<file path="config.mk">
export PLATFORM = sky130hd
export DESIGN_NAME = cadd_share_arb_flat
export DESIGN_NICKNAME = d
export VERILOG_FILES = /design/src/rtl/cadd_share_arb_pkg.sv /design/src/rtl/cadd_share_arb_if.sv /design/src/rtl/cadd_share_arb_cadd.sv /design/src/rtl/cadd_share_arb_rr_arbiter.sv /design/src/rtl/cadd_share_arb.sv /design/src/flat_wrapper.sv
export SDC_FILE = /design/constraint.sdc
export NUM_CORES = 1
export LEC_CHECK = 0
export BUFFER_PORTS_ARGS = -buffer_cell sky130_fd_sc_hd__buf_2
export CORE_MARGIN = 4
export CORE_UTILIZATION = 45
export CTS_BUF_LIST = sky130_fd_sc_hd__clkbuf_2 sky130_fd_sc_hd__clkbuf_4 sky130_fd_sc_hd__clkbuf_8
export CTS_CLUSTER_DIAMETER = 150
export DETAILED_ROUTE_END_ITERATION = 6
export PLACE_DENSITY = 0.85
export SLEW_MARGIN = 20
export SYNTH_ARGS = -nofsm -noshare
export SYNTH_HDL_FRONTEND = slang
export SYNTH_SLANG_ARGS = --single-unit
</file>
<file path="constraint.sdc">
create_clock -name clk -period 4.5 [get_ports clk]
set_clock_uncertainty 0.05 [all_clocks]
set_input_delay 0.9 -clock clk [delete_from_list [all_inputs] [get_ports clk]]
set_output_delay 0.9 -clock clk [all_outputs]
set_load 0.01 [all_outputs]
</file>
<file path="src/rtl/cadd_share_arb_pkg.sv">
// Shared FFT datapath package: default component width, result-register
// state type and helpers for the packed complex word {re, im}.
package cadd_share_arb_pkg;

  localparam int W_DEF  = 11;
  localparam int CW_DEF = 2 * W_DEF;

  typedef enum logic {
    EMPTY = 1'b0,
    FULL  = 1'b1
  } res_state_t;

  // Bit offset of the real field inside a packed complex word of component width w
  function automatic int re_lsb(input int w);
    return w;
  endfunction

  // Bit offset of the imaginary field inside a packed complex word
  function automatic int im_lsb(input int w);
    return 0 * w;
  endfunction

  // Signed overflow of a wrapped two-operand sum, from the three sign bits
  function automatic logic add_ovf(input logic sa, input logic sb, input logic ss);
    return (sa == sb) && (ss != sa);
  endfunction

endpackage

</file>
<file path="src/rtl/cadd_share_arb_if.sv">
// Requester/consumer bus of the shared complex adder.
// master = requesters + result consumer, slave = the arbiter block.
interface cadd_share_arb_if #(
  parameter int NREQ = 4,
  parameter int W    = 11,
  parameter int IDW  = $clog2(NREQ)
);
  logic [NREQ-1:0]       req_valid;
  logic [NREQ-1:0]       req_ready;
  logic [NREQ*2*W-1:0]   req_a;
  logic [NREQ*2*W-1:0]   req_b;
  logic                  res_valid;
  logic                  res_ready;
  logic [2*W-1:0]        res_y;
  logic [IDW-1:0]        res_id;
  logic [1:0]            res_ovf;

  modport master (
    output req_valid, req_a, req_b, res_ready,
    input  req_ready, res_valid, res_y, res_id, res_ovf
  );

  modport slave (
    input  req_valid, req_a, req_b, res_ready,
    output req_ready, res_valid, res_y, res_id, res_ovf
  );
endinterface

</file>
<file path="src/rtl/cadd_share_arb_cadd.sv">
// Combinational complex adder: per-component W-bit two's-complement wrap.
module cadd #(
  parameter int W = 11
) (
  input  logic [2*W-1:0] a,
  input  logic [2*W-1:0] b,
  output logic [2*W-1:0] y
);
  logic signed [W-1:0] a_re, a_im, b_re, b_im, y_re, y_im;

  // Split the packed operands and add each component with wrap-around
  always_comb begin
    a_re = a[2*W-1:W];
    a_im = a[W-1:0];
    b_re = b[2*W-1:W];
    b_im = b[W-1:0];
    y_re = a_re + b_re;
    y_im = a_im + b_im;
    y    = {y_re, y_im};
  end
endmodule

</file>
<file path="src/rtl/cadd_share_arb_rr_arbiter.sv">
// Round-robin grant logic: first requester at or after ptr wins.
// The pointer itself lives in the parent.
module rr_arbiter #(
  parameter int NREQ = 4,
  parameter int IDW  = $clog2(NREQ)
) (
  input  logic [NREQ-1:0] req,
  input  logic [IDW-1:0]  ptr,
  input  logic            en,
  output logic [NREQ-1:0] gnt,
  output logic [IDW-1:0]  idx
);
  int   j;
  logic found;

  // Scan ptr, ptr+1, ... modulo NREQ and one-hot the first active request
  always_comb begin
    gnt   = '0;
    idx   = '0;
    found = 1'b0;
    j     = 0;
    for (int k = 0; k < NREQ; k++) begin
      j = int'(ptr) + k;
      if (j >= NREQ) j = j - NREQ;
      if (!found && req[j]) begin
        found = 1'b1;
        idx   = IDW'(j);
      end
    end
    if (en && found) gnt[idx] = 1'b1;
  end
endmodule

</file>
<file path="src/rtl/cadd_share_arb.sv">
// Time-shares one complex adder between NREQ requesters; the registered
// result (sum, winner index, overflow flags) is held until consumed.
module cadd_share_arb
  import cadd_share_arb_pkg::*;
#(
  parameter int NREQ = 4,
  parameter int W    = W_DEF,
  parameter int IDW  = $clog2(NREQ)
) (
  input  logic               clk,
  input  logic               rst_n,
  cadd_share_arb_if.slave    bus
);
  localparam int RE_MSB = re_lsb(W) + W - 1;
  localparam int IM_MSB = im_lsb(W) + W - 1;

  res_state_t       state_q, state_d;
  logic [IDW-1:0]   ptr_q, ptr_d;
  logic [IDW-1:0]   win_idx;
  logic [NREQ-1:0]  gnt;
  logic             can_accept;
  logic             accept;
  logic [2*W-1:0]   a_p0, b_p0, sum_p0;
  logic [1:0]       ovf_p0;
  logic [2*W-1:0]   y_p1;
  logic [IDW-1:0]   id_p1;
  logic [1:0]       ovf_p1;

  assign can_accept = rst_n && ((state_q == EMPTY) || bus.res_ready);

  rr_arbiter #(.NREQ(NREQ), .IDW(IDW)) u_arb (
    .req (bus.req_valid),
    .ptr (ptr_q),
    .en  (can_accept),
    .gnt (gnt),
    .idx (win_idx)
  );

  assign accept        = |gnt;
  assign bus.req_ready = gnt;

  // Stage p0: winner operand mux, shared adder, sign-based overflow
  assign a_p0 = bus.req_a[int'(win_idx)*(2*W) +: 2*W];
  assign b_p0 = bus.req_b[int'(win_idx)*(2*W) +: 2*W];

  cadd #(.W(W)) u_add (
    .a (a_p0),
    .b (b_p0),
    .y (sum_p0)
  );

  assign ovf_p0 = {add_ovf(a_p0[RE_MSB], b_p0[RE_MSB], sum_p0[RE_MSB]),
                   add_ovf(a_p0[IM_MSB], b_p0[IM_MSB], sum_p0[IM_MSB])};

  // Next result-register state and round-robin pointer
  always_comb begin
    state_d = state_q;
    ptr_d   = ptr_q;
    if (accept) begin
      state_d = FULL;
      ptr_d   = (win_idx == IDW'(NREQ - 1)) ? '0 : win_idx + IDW'(1);
    end else if ((state_q == FULL) && bus.res_ready) begin
      state_d = EMPTY;
    end
  end

  // Control state: FSM and arbitration pointer
  always_ff @(posedge clk or negedge rst_n) begin
    if (!rst_n) begin
      state_q <= EMPTY;
      ptr_q   <= '0;
    end else begin
      state_q <= state_d;
      ptr_q   <= ptr_d;
    end
  end

  // Stage p1: result register, loaded only on accept, cleared on reset
  always_ff @(posedge clk or negedge rst_n) begin
    if (!rst_n) begin
      y_p1   <= '0;
      id_p1  <= '0;
      ovf_p1 <= '0;
    end else if (accept) begin
      y_p1   <= sum_p0;
      id_p1  <= win_idx;
      ovf_p1 <= ovf_p0;
    end
  end

  assign bus.res_valid = (state_q == FULL);
  assign bus.res_y     = y_p1;
  assign bus.res_id    = id_p1;
  assign bus.res_ovf   = ovf_p1;
endmodule

</file>
<file path="src/flat_wrapper.sv">
// flat-port wrapper written by rule: the top's interface ports become plain ports
module cadd_share_arb_flat import cadd_share_arb_pkg::*;
#(
  parameter int NREQ = 4,
  parameter int W    = W_DEF,
  parameter int IDW  = $clog2(NREQ)
)
  (clk, rst_n, bus_req_valid, bus_req_a, bus_req_b, bus_res_ready, bus_req_ready, bus_res_valid, bus_res_y, bus_res_id, bus_res_ovf);
  cadd_share_arb_if #(.NREQ(NREQ), .W(W), .IDW(IDW)) bus_i ();
  input  logic clk;
  input  logic rst_n;
  input wire logic [$bits(bus_i.req_valid)-1:0] bus_req_valid;
  input wire logic [$bits(bus_i.req_a)-1:0] bus_req_a;
  input wire logic [$bits(bus_i.req_b)-1:0] bus_req_b;
  input wire logic [$bits(bus_i.res_ready)-1:0] bus_res_ready;
  output wire logic [$bits(bus_i.req_ready)-1:0] bus_req_ready;
  output wire logic [$bits(bus_i.res_valid)-1:0] bus_res_valid;
  output wire logic [$bits(bus_i.res_y)-1:0] bus_res_y;
  output wire logic [$bits(bus_i.res_id)-1:0] bus_res_id;
  output wire logic [$bits(bus_i.res_ovf)-1:0] bus_res_ovf;
  assign bus_i.req_valid = bus_req_valid;
  assign bus_i.req_a = bus_req_a;
  assign bus_i.req_b = bus_req_b;
  assign bus_i.res_ready = bus_res_ready;
  assign bus_req_ready = bus_i.req_ready;
  assign bus_res_valid = bus_i.res_valid;
  assign bus_res_y = bus_i.res_y;
  assign bus_res_id = bus_i.res_id;
  assign bus_res_ovf = bus_i.res_ovf;
  cadd_share_arb #(.NREQ(NREQ), .W(W), .IDW(IDW)) u_core (.clk(clk), .rst_n(rst_n), .bus(bus_i));
endmodule
</file>
* Yosys cells after proc, flatten, opt, wreduce, memory -nomap -nowiden
Index checks and enable logic that the tools add are counted.
** Word-level totals
- Flip-flop bits (word level) :: 29
- Output and inout port bits :: 31
** Cells by class
- Add/subtract/negate cells :: 10
- Multipliers :: 1
- Magnitude comparators :: 10
- Eq/ne operators :: 5
- Shift-type cells :: 2
- Multiplexer cells :: 30
- Bitwise operators :: 1
- Reduce and logical (&&, ||, !) cells :: 15
** Operators by type and width (count)
- variable part select 88 x 32 -> 22 bit :: 2
- < comparator 32 x 4 -> 1 bit (second input constant) :: 4
- two-way mux 32 bit :: 4
- adder 11 bit :: 2
- two-way mux 1 bit :: 15
- subtractor 3 x 3 -> 4 bit (second input constant) :: 3
- two-way mux 2 bit :: 5
- greater-or-equal comparator 3 bit (second input constant) :: 3
- logical AND 1 bit :: 9
- binary-select mux 1 bit (select 2 bit) :: 4
- adder 2 x 2 -> 3 bit (second input constant) :: 2
- multiplier 2 x 4 -> 6 bit (second input constant) :: 1
- two-way mux 4 bit :: 1
- OR reduction 4 bit :: 1
- subtractor 2 x 3 -> 4 bit (second input constant) :: 1
- adder 2 x 1 -> 3 bit (second input constant) :: 1
- greater-or-equal comparator 2 x 3 -> 1 bit (second input constant) :: 1
- logical NOT 1 bit :: 3
- < comparator 2 x 3 -> 1 bit (second input constant) :: 1
- adder 2 x 1 -> 2 bit (second input constant) :: 1
- demux 1 bit (select 2 bit) :: 1
- equality test 1 bit :: 2
- equality test 2 bit (second input constant) :: 1
- greater-or-equal comparator 2 x 1 -> 1 bit (second input constant) :: 1
- 4 further kinds :: 5

* Logic depth before layout (Yosys ltp)
- Depth after elaboration :: 22
- Gate-level depth with buffers :: 18
- Mapped depth without buffers :: 16

* Modules after synthesis
Synthesis repeated with hierarchy kept, for this count alone.
** Second synthesis, totals
- Cell total of the unflattened synthesis :: 253
- Area total of the unflattened synthesis :: 3211.8 sq um
** By module, submodules not included
- cadd_share_arb :: instances 1, cells each 124, area each 2193.4 sq um, seq. area each 725.7 sq um
- cadd :: instances 1, cells each 110, area each 883.3 sq um, seq. area each 0.0 sq um
- rr_arbiter :: instances 1, cells each 19, area each 135.1 sq um, seq. area each 0.0 sq um

* Least setup slack after synthesis
No wires, ideal clock.
- Kind :: input -> register
- Start :: input bus_req_valid[3]
- End :: register u_core.y_p1[21] (netlist: u_core.bus.res_y[21])
- Setup time :: 0.125 ns
- Data arrival time :: 4.216 ns
- Data required time :: 4.325 ns
- Setup slack :: 0.110 ns
- Stages :: 16
- Buffers on the path :: 1
- Path through :: nand2b_1 a211oi_1 nor2_4 inv_2 clkbuf_1 and3_1 a31oi_1 ha_1 fa_1 a21o_1 a211o_1 a21oi_2 a21oi_2 a31oi_4 xnor3_1 mux2_2
** Between the ends
- Longest elaborated chain between the ends :: 19
- Elaborated cells on any way between the ends :: 38
- Those cells by class :: add/sub (1); mul (1); order compare (2); shift (2); mux (23); reduce/logical (9)
** Ends and longest elaborated chain
- start, declared :: RTL line flat_wrapper.sv:12 : input wire logic [$bits(bus_i.req_valid)-1:0] bus_req_valid;
- parallel branches: the longest is 19 deep, another holds binary-select mux 1 bit (select 2 bit)
- end signal, assigned :: RTL line cadd_share_arb.sv:85 : y_p1 <= sum_p0;
- end, declared :: RTL line cadd_share_arb.sv:25 : logic [2*W-1:0] y_p1;
Several ways; the timed one is not identified. The select of a mux whose other input is x is not followed.
A chain may end at the register's enable or synchronous reset.

* Worst setup path after layout
Ends and elaborated chain as after synthesis.

==> summary.md <==
| Metric | Value |
|---|---|
| Dpl hpwl | `10200 microns` |
| PnR worst setup slack | `roughly 0.27 ns` |
| Worst-case vdd ir drop | `0.000250 V` |
| Status | `complete, no violations` |
| FP Rows | `31` |
| TritonCTS clock tree | `yes` |
| Placer Congestion | `slightly below 0.9` |
| Leak Pwr | `0.00266 uW` |
| Initial core utilization | `roughly 47%` |
| Final WL | `12200 microns` |
| Synthesized area per cell | `between 6 and 7 sq um` |
| Total gr overflow | `0` |
| Ys Warns | `0` |
| Reg2reg path depth | `16` |
| F_max | `around 0.24 GHz` |
| Core Footprint | `around 7300 sq um` |
| Mapped Area | `approximately 3400 sq um` |
| Sw frac | `approximately half` |
| First-pass GRT wire length | `~19000 microns` |
| Share of power burned in registers | `between 10 and 15%` |
| Total vias in the final route | `~4400` |
| H-tree levels | `2` |
| Seq/Total Area, Yosys | `a little over a fifth` |
| Clock buffer depth | `2` |
| Fill count | `between 600 and 700` |
| Height of the die | `95.2 microns` |
| Combinational group share of total power | `around 79%` |
| Power Density | `approximately 700 nW/um^2` |
| Post-DR wirelength/cell | `between 10 and 15 microns` |
| Final setup vio count | `0` |
| Total GRT Usage | `26.5%` |
| Minimum clock period | `~4.2 ns` |
| Final max-slew violation count | `0` |
| Layout cell share with drive strength beyond 1 | `a little over a third` |
| DRT antenna net count | `0` |
| Root Driver | `clkbuf_8` |
| Worst R2R End | `u_core.bus.res_y[21]` |
| Relative slew slack | `between 40% and 50%` |
| Post-synth EDFFs | `0` |
| Initial DRC count | `between 200 and 250` |
| Crit Path Max Fanout | `13` |
| Worst hold stages | `2` |
| Die Footprint | `9060 sq um` |
| Pre-antenna DRT Iters | `5` |
| Setup Crit Path Kind | `in -> reg` |
| CP endpoint kind | `register` |
| P&R area growth vs syn | `39.2%` |
| Pre-CTS WS | `-0.162 ns` |
| Unrepaired setup endpoints after global routing | `no` |
| Setup slack, reg-to-reg | `~0.45 ns` |
| Io pins | `about 210` |
| Leading post-synthesis cells by cell area | `nand2_1 22%, dfrtp_1 21%, ha_1 8.8%` |
| Worst min-delay path category | `reg -> reg` |
| Clock net sink count | `29` |
| Buffers on Ports | `approximately 210` |
| Main synth FF type | `dfrtp_1` |
| Startpoint Class | `input pin` |
| Distinct cells, synth | `46` |
| Clock slew at reported path FFs | `~0.07 ns` |
| Initial antenna violation count | `0` |
| Post-cts hold buffer count | `0` |
| Synth area leader | `nand2_1` |
| Max-cap violation count | `0` |
| Fin crit share | `a little over nine tenths` |
| Vias per cell | `around 5.4` |
| Net Sw Power | `roughly 1700 uW` |
| Synth top area share | `a little over a fifth` |
| Register bit total from synthesis | `29` |
| Asr flop ratio synth | `100%` |
| Clock Latency Late Sink | `roughly 0.28 ns` |
| Critical Path RT | `~4.6 ns` |
| Largest net degree at the start of global routing | `48` |
| Worst Hold Endpoint | `u_core.bus.res_y[5]` |
| Worst-Margin Slew | `roughly 0.77 ns` |
| Worst hold slack | `around 0.43 ns` |
| Final hold violations | `0` |
| Clock power share | `approximately 6.3%` |
| Hold_sp | `u_core.bus.res_y[5]` |
| Final net count | `around 930` |
| Antenna fix cells | `0` |
| Die width | `around 95 microns` |
| Synthesized net count | `715` |
| Worst EP arrival | `4.35 ns` |
| Drt drc | `0` |
| Vias in the first global route | `4184` |
| Cells after Synth | `between 500 and 600` |
| Num CTS Buffers | `5` |
| RR Startpoint | `u_core.ptr_q[1]` |
| Int Power | `about 1700 uW` |
## registers in the layout, indices dropped and copies added (netlist names)
| name | count |
|---|---|
| u_core.bus.res_ovf | 2 |
| u_core.bus.res_id | 2 |
| u_core.bus.res_valid | 1 |
| u_core.bus.res_y | 22 |
| u_core.ptr_q | 2 |
## cells in the final DEF (no fill, tap or decap), drive strengths merged, types with 3 or more instances in the layout
cell type,instances
inv,5
and2,6
nand3,8
nand2b,4
o21bai,3
xnor2,8
a211oi,3
a31oi,44
nand2,197
xor2,6
a211o,4
clkbuf,5
o21ai,23
nand4,4
nor2,10
ha,24
o21a,3
dfrtp,29
a21oi,17
buf,235
mux2i,7
a21o,10
and3,43
## power by group through the flow
stage	logic, uW	registers, uW	clock network [uW]
2_1_floorplan	1810	524	0
3_3_place_gp	2550	481	0
3_5_place_dp	2620	489	0
4_1_cts	2630	485	215
5_1_grt	2940	498	228
6_report	2640	486	211
## worst max-delay path by stage
| stage | start | end | depth (start not counted) |
|---|---|---|---|
| after floorplan | bus_req_valid[3] | u_core.bus.res_y[21] | 16 |
| after global placement | bus_req_valid[3] | u_core.bus.res_y[21] | 17 |
| after detailed placement | bus_req_valid[3] | u_core.bus.res_y[21] | 17 |
| after CTS | bus_req_valid[3] | u_core.bus.res_y[21] | 17 |
| after global routing | bus_req_valid[3] | u_core.bus.res_y[9] | 17 |
| final | bus_req_valid[3] | u_core.bus.res_y[21] | 16 |
## layout make-up
class | instances | area (sq um) | area share, %
Multi-Input combinational cell | 441 | 2560 | 53.8
Timing Repair Buffer | 235 | 1240 | 26.1
Sequential cell | 29 | 726 | 15.2
Tap cell | 99 | 124 | 2.60
Clock buffer | 5 | 68.8 | 1.45
Inverter | 5 | 21.3 | 0.447
Clock inverter | 3 | 17.5 | 0.368
## worst max-delay path: stages
cell      delay [ns]
buf_2           0.11
nand2b_1        0.13
a211oi_1        0.38
nor2_4          0.08
inv_2           0.17
and3_1          0.18
a31oi_1         0.05
ha_1            0.24
fa_1            0.41
a21o_1          0.22
a211o_1         0.31
a21oi_2         0.19
a21oi_2         0.10
a31oi_4         0.21
xnor3_1         0.40
mux2_2          0.26
## through the flow
step	TNS (ns)	area, sq um	total power [uW]	util [%]	cells
6_report	0	4760	3340	65.0	817
5_1_grt	0	4760	3660	65.0	817
4_1_cts	0	4760	3330	64.9	817
3_5_place_dp	-0.196	4670	3110	63.8	809
3_3_place_gp	-0.0223	4670	3030	63.8	809
2_1_floorplan	0	3420	2330	-	506
## cell families after synthesis
kind of cell	Yosys count	share of synthesized area, %
fa+ha+maj	26	9.95
mux	8	2.49
compound gates	114	21.9
buf+inv	36	4.28
xor+xnor	15	4.24
flops	29	21.2
simple gates	278	35.9
## synth_stat cells, types with 2 or more instances
library cell / n
a21oi_2: 3
nand4_1: 4
nor2_1: 8
ha_1: 24
or4_1: 2
and2_1: 6
fa_1: 2
clkbuf_1: 19
o21bai_1: 3
mux2i_1: 6
a31oi_1: 43
xor2_1: 6
o21ai_0: 23
nand2b_1: 4
dfrtp_1: 29
buf_1: 4
buf_2: 8
a21oi_1: 14
xnor2_1: 8
a211o_1: 4
a211oi_1: 3
o21a_1: 3
a21o_1: 10
nand3_1: 8
nand2_1: 197
and3_1: 43
inv_1: 3
## routing by layer
layer  GRT usage [%]  vias up  part of all wire (%)
li1                -     2185                     -
met1            34.3     1983                    42
met2            45.0      193                    48
met3            3.95       29                   8.0
met4            8.65        0                   2.4
met5               0        -                     0
## what timing repair did
action	in CTS	in global routing
setup buffers	0	0
resized for setup	0	1
setup endpoints to repair	0	3
hold endpoints to repair	0	0
(Power assumes the default switching activity.)
